File: src/rtl/rv_alu_pkg.sv
// Shared opcode, ALU control and branch condition encodings for the RV32I ALU.
package rv_alu_pkg;

  localparam logic [6:0] OP     = 7'b0110011;
  localparam logic [6:0] OP_IMM = 7'b0010011;
  localparam logic [6:0] BRANCH = 7'b1100011;
  localparam logic [6:0] JAL    = 7'b1101111;
  localparam logic [6:0] JALR   = 7'b1100111;
  localparam logic [6:0] LOAD   = 7'b0000011;
  localparam logic [6:0] STORE  = 7'b0100011;
  localparam logic [6:0] LUI    = 7'b0110111;
  localparam logic [6:0] AUIPC  = 7'b0010111;

  // ALU control codes are {funct7[5], funct3}
  localparam logic [3:0] ALU_ADD  = 4'b0000;
  localparam logic [3:0] ALU_SUB  = 4'b1000;
  localparam logic [3:0] ALU_SLL  = 4'b0001;
  localparam logic [3:0] ALU_SLT  = 4'b0010;
  localparam logic [3:0] ALU_SLTU = 4'b0011;
  localparam logic [3:0] ALU_XOR  = 4'b0100;
  localparam logic [3:0] ALU_SRL  = 4'b0101;
  localparam logic [3:0] ALU_SRA  = 4'b1101;
  localparam logic [3:0] ALU_OR   = 4'b0110;
  localparam logic [3:0] ALU_AND  = 4'b0111;

  localparam logic [2:0] F3_BEQ  = 3'b000;
  localparam logic [2:0] F3_BNE  = 3'b001;
  localparam logic [2:0] F3_BLT  = 3'b100;
  localparam logic [2:0] F3_BGE  = 3'b101;
  localparam logic [2:0] F3_BLTU = 3'b110;
  localparam logic [2:0] F3_BGEU = 3'b111;

  // funct3 value that keeps funct7[5] meaningful for immediate ops (SRLI/SRAI)
  localparam logic [2:0] F3_SHIFT_RIGHT = 3'b101;

endpackage

File: src/rtl/rv_alu_branch_cmp.sv
// Combinational branch comparator: decides whether a conditional branch is taken.
module rv_alu_branch_cmp
  import rv_alu_pkg::*;
(
  input  logic [31:0] src_a,
  input  logic [31:0] src_b,
  input  logic [2:0]  funct3,
  output logic        taken
);

  logic eq;
  logic lt_signed;
  logic lt_unsigned;

  assign eq          = (src_a == src_b);
  assign lt_signed   = ($signed(src_a) < $signed(src_b));
  assign lt_unsigned = (src_a < src_b);

  // Select the comparison named by funct3; reserved encodings never branch
  always_comb begin
    taken = 1'b0;
    case (funct3)
      F3_BEQ:  taken = eq;
      F3_BNE:  taken = ~eq;
      F3_BLT:  taken = lt_signed;
      F3_BGE:  taken = ~lt_signed;
      F3_BLTU: taken = lt_unsigned;
      F3_BGEU: taken = ~lt_unsigned;
      default: taken = 1'b0;
    endcase
  end

endmodule

File: src/rtl/rv_alu.sv
// RV32I execute-stage ALU with registered result and branch/jump taken flag.
module rv_alu
  import rv_alu_pkg::*;
#(
  parameter int XLEN = 32
) (
  input  logic            clk,
  input  logic            rst,
  input  logic [6:0]      opcode_reg,
  input  logic [3:0]      ALUControl_reg,
  input  logic [XLEN-1:0] SrcA,
  input  logic [XLEN-1:0] SrcB,
  output logic [XLEN-1:0] ALUResult,
  output logic            Cond_Chk
);

  logic [XLEN-1:0] sum;
  logic [XLEN-1:0] diff;
  logic [4:0]      shamt;
  logic [3:0]      alu_code;
  logic [XLEN-1:0] alu_out;
  logic            branch_taken;
  logic [XLEN-1:0] result_next;
  logic            cond_next;

  assign sum   = SrcA + SrcB;
  assign diff  = SrcA - SrcB;
  assign shamt = SrcB[4:0];

  rv_alu_branch_cmp u_branch_cmp (
    .src_a  (SrcA),
    .src_b  (SrcB),
    .funct3 (ALUControl_reg[2:0]),
    .taken  (branch_taken)
  );

  // Immediate ops only honour funct7[5] for right shifts, so mask it elsewhere
  always_comb begin
    alu_code = ALUControl_reg;
    if (opcode_reg == OP_IMM && ALUControl_reg[2:0] != F3_SHIFT_RIGHT)
      alu_code = {1'b0, ALUControl_reg[2:0]};
  end

  // Arithmetic/logic table shared by register and immediate forms
  always_comb begin
    alu_out = '0;
    case (alu_code)
      ALU_ADD:  alu_out = sum;
      ALU_SUB:  alu_out = diff;
      ALU_SLL:  alu_out = SrcA << shamt;
      ALU_SLT:  alu_out = {{(XLEN-1){1'b0}}, $signed(SrcA) < $signed(SrcB)};
      ALU_SLTU: alu_out = {{(XLEN-1){1'b0}}, SrcA < SrcB};
      ALU_XOR:  alu_out = SrcA ^ SrcB;
      ALU_SRL:  alu_out = SrcA >> shamt;
      ALU_SRA:  alu_out = $unsigned($signed(SrcA) >>> shamt);
      ALU_OR:   alu_out = SrcA | SrcB;
      ALU_AND:  alu_out = SrcA & SrcB;
      default:  alu_out = '0;
    endcase
  end

  // Opcode-level result mux and taken flag
  always_comb begin
    result_next = '0;
    cond_next   = 1'b0;
    case (opcode_reg)
      OP, OP_IMM: result_next = alu_out;
      BRANCH: begin
        result_next = diff;
        cond_next   = branch_taken;
      end
      JAL, JALR: begin
        result_next = sum;
        cond_next   = 1'b1;
      end
      LOAD, STORE, AUIPC: result_next = sum;
      LUI:                result_next = SrcB;
      default: begin
        result_next = '0;
        cond_next   = 1'b0;
      end
    endcase
  end

  // Output registers, cleared immediately by reset
  always_ff @(posedge clk or posedge rst) begin
    if (rst) begin
      ALUResult <= '0;
      Cond_Chk  <= 1'b0;
    end else begin
      ALUResult <= result_next;
      Cond_Chk  <= cond_next;
    end
  end

endmodule

File: config.mk
export PLATFORM = sky130hd
export DESIGN_NAME = rv_alu
export DESIGN_NICKNAME = d
export VERILOG_FILES = /design/src/rtl/rv_alu_pkg.sv /design/src/rtl/rv_alu_branch_cmp.sv /design/src/rtl/rv_alu.sv
export SDC_FILE = /design/constraint.sdc
export NUM_CORES = 1
export LEC_CHECK = 0
export CAP_MARGIN = 20
export CORE_UTILIZATION = 37
export DETAILED_ROUTE_END_ITERATION = 6
export PLACE_DENSITY_LB_ADDON = 0.1
export SETUP_SLACK_MARGIN = 0.5
export SYNTH_ARGS = -nofsm -noshare
export SYNTH_HDL_FRONTEND = slang
export SYNTH_SLANG_ARGS = --single-unit
File: constraint.sdc
create_clock -name clk -period 1.4 [get_ports clk]
set_clock_uncertainty 0.1 [all_clocks]
set_input_delay 0.28 -clock clk [delete_from_list [all_inputs] [get_ports clk]]
set_output_delay 0.28 -clock clk [all_outputs]
set_load 0.01 [all_outputs]
==> metrics.csv <==
metric,value,unit
pin_count,110,
cp.arrival,3.02,ns
fmaxAchievable,341,MHz
synth-simple-area-share,0.188,
fin_nets,2368,
hold_viol_final,0,
slowest_delay,0.25,ns
worst-path-buf-inv,7,
place_hpwl,49900,um
cts.clk_slew.worst_paths,0.07,ns
drtAntennaViolNets,0,
synthMuxAreaShare,0.150,
setup_ws,-1.53,ns
period_minus_slack,2.93,ns
cts_buffers,5,
synthDistinctLibCells,94,
cts_root_buffer,clkbuf_16,
num-fill-cells,2307,
area_growth,86.9,%
hold-worst-slack,0.265,ns
io_buffers,109,
grt.overflow.total,0,
synthArstFlopShare,1.00,
path_cells,buf_8 -> clkinvlp_4 -> buf_4 -> buf_6 -> ha_2 -> nor2b_4 -> o21ai_4 -> a41oi_2 -> a221oi_2 -> buf_4 -> buf_6 -> o21ai_4 -> buf_6 -> a21boi_4 -> o211ai_1 -> xnor2_1 -> mux2i_1 -> o21ai_1,
drc_errors,2,
yosys_warnings,0,
synth_compound_area_frac,0.358,
rsz0062_at_grt,yes,
cts_tree,yes,
drive_above_1_share,0.534,
die_y,170,um
synthesis.nets,1658,
std_cell_rows,61,
setup_viol,33,
grt_pass1_vias,15300,
post-route-util,0.703,
finalPower,10.1,mW
crit_fanout,3,
wl_per_cell,25.4,um
drv_slew,0,
synth_area_leader_cell,ha_1,
h-tree-depth,2,
violations,"design-rule violations, negative setup slack",
grt_max_degree,65,
synthCells,1482,
gp_congestion,1.02,
clock_sinks,33,
tightest_slew,0.694,ns
path_depth,18,
dr.pass1.iters,7,
final_cell_mix,"buf_4 (587), nand2_1 (141), nor2_1 (134)",
ys_ff_latch,33,
synth_top_family_by_area,compound AO/OA/AOI/OAI gates,
fin_crit_sh,2.10,
place_ws,-2.46,ns
worstHoldPathType,input port to asynchronous set/reset pin,
path_class,input port to flip-flop,
relSlewSlack,0.533,
power_density,518,nW/um^2
grt_pass1_wl,94200,um
required,1.49,ns
yosysSeqAreaShare,0.0788,
path_common_cell,buf_6,
worstSetupEndpoint,Cond_Chk,
vias_per_cell,6.24,
max_cap_viol_count,0,
core,27900,um^2
synth_edf_count,0,
vdd_drop_max,0.000402,V
status,"finished, violations left",
yosys-top-cells-area,"ha_1 (12%), dfrtp_1 (7.9%), mux4_2 (6.7%), a21oi_1 (6.3%), mux2i_1 (5.7%)",
synth_ff_type,dfrtp_1,
antenna_found_initial,1,
yosys.area_share.adder,0.120,
worstSetupStartpointType,input port,
synth_top_area_share,0.116,
endpoint_kind,flip-flop,
final_common_cell,buf_4,
netlist_area,10500,um^2
grt_use_total,0.438,
start_util,0.376,
seqCellArea,826,um^2
drt_iter0_markers,2203,
syn_area_per_cell,7.07,um^2
routed-via-count,16000,
cts.path.max_buffers,2,
wl,65300,um
crit_start,SrcB[3],
tns,-43.13,ns
crit_family,compound AO/OA/AOI/OAI gates,
cellLeakagePower,8.84,nW
die_w,170,um
synthXorXnorAreaFrac,0.0167,
crit_slowest_cell,a221oi_2,
multi_input_area,10800,um^2
die_area,29000,um^2
worst min path at each step:
stage,depth (start not counted),slack [ns],end,start
floorplan,1,0.11,ALUResult[0],rst
global placement,3,0.60,ALUResult[27],rst
detailed placement,3,0.59,ALUResult[31],rst
CTS,3,0.27,ALUResult[31],rst
global route,4,0.28,ALUResult[20],SrcB[20]
finish,3,0.26,ALUResult[30],rst
cell families (layout without fill, tap and decap cells):
kind of cell,Yosys count,in the layout
compound gates,558,558
xor+xnor,20,20
fa+ha+maj,99,99
buf+inv,218,929
flops,33,33
mux,114,114
other cells,0,1
simple gates,440,440
cell usage after synthesis (all sizes together) (4+ instances only):
| cell type | count |
|---|---|
| dfrtp | 33 |
| o21a | 6 |
| a2111oi | 4 |
| and2 | 9 |
| nand2b | 13 |
| a31oi | 12 |
| nand3 | 23 |
| ha | 97 |
| a21o | 18 |
| a222oi | 5 |
| a32oi | 5 |
| xnor2 | 19 |
| mux2i | 62 |
| a211oi | 33 |
| mux4 | 31 |
| nand4 | 6 |
| a211o | 6 |
| clkbuf | 63 |
| o31ai | 4 |
| o22ai | 26 |
| nor2b | 8 |
| buf | 51 |
| nor3b | 4 |
| nor3 | 32 |
| a221oi | 23 |
| o211ai | 39 |
| inv | 104 |
| o221ai | 15 |
| a221o | 13 |
| o21ai | 135 |
| o21bai | 17 |
| nor2 | 155 |
| or3 | 6 |
| a22oi | 16 |
| or4 | 7 |
| o22a | 4 |
| a21oi | 135 |
| mux2 | 21 |
| nand2 | 151 |
| and3 | 7 |
| nor4 | 8 |
routing by layer:
| layer | vias up | GRT usage | share of wire |
|---|---|---|---|
| li1 | 6955 | - | - |
| met1 | 7682 | 0.579 | 0.40 |
| met3 | 244 | 0.0791 | 0.11 |
| met5 | - | 0 | 0 |
| met4 | 0 | 0.237 | 0.064 |
| met2 | 1157 | 0.673 | 0.43 |
per-stage QoR:
stage	cell area, um^2	std cells
after global routing	19600	2571
after detailed placement	16300	2441
after global placement	16300	2441
after CTS	18800	2536
final	19600	2572
after floorplan	10900	1482
sequential cells by signal, indices dropped and copies added (netlist names):
signal     count
ALUResult     32
Cond_Chk       1
power by group:
part	switching [mW]	internal, mW	leakage (nW)	total, mW
sequential	0.0213	1.03	0.438	1.05
combinational	4.08	3.84	8.33	7.92
clock	0.520	0.655	0.0696	1.18
what timing repair did:
action                     CTS  global route
setup buffers               85            33
pin swaps                  162           101
resized for setup          686           135
cloned                       2             2
setup endpoints to repair   66            66
hold buffers                 0             0
area by class of cell:
class                   count  area share
diodes                      1    0.000128
clock buffers               5     0.00638
clock inverters             3    0.000894
inverters                 104      0.0223
multi-input cells        1231       0.549
flip-flops and latches     33      0.0421
well taps                 378      0.0241
repair buffers            817       0.355
(Power assumes the default switching activity.)
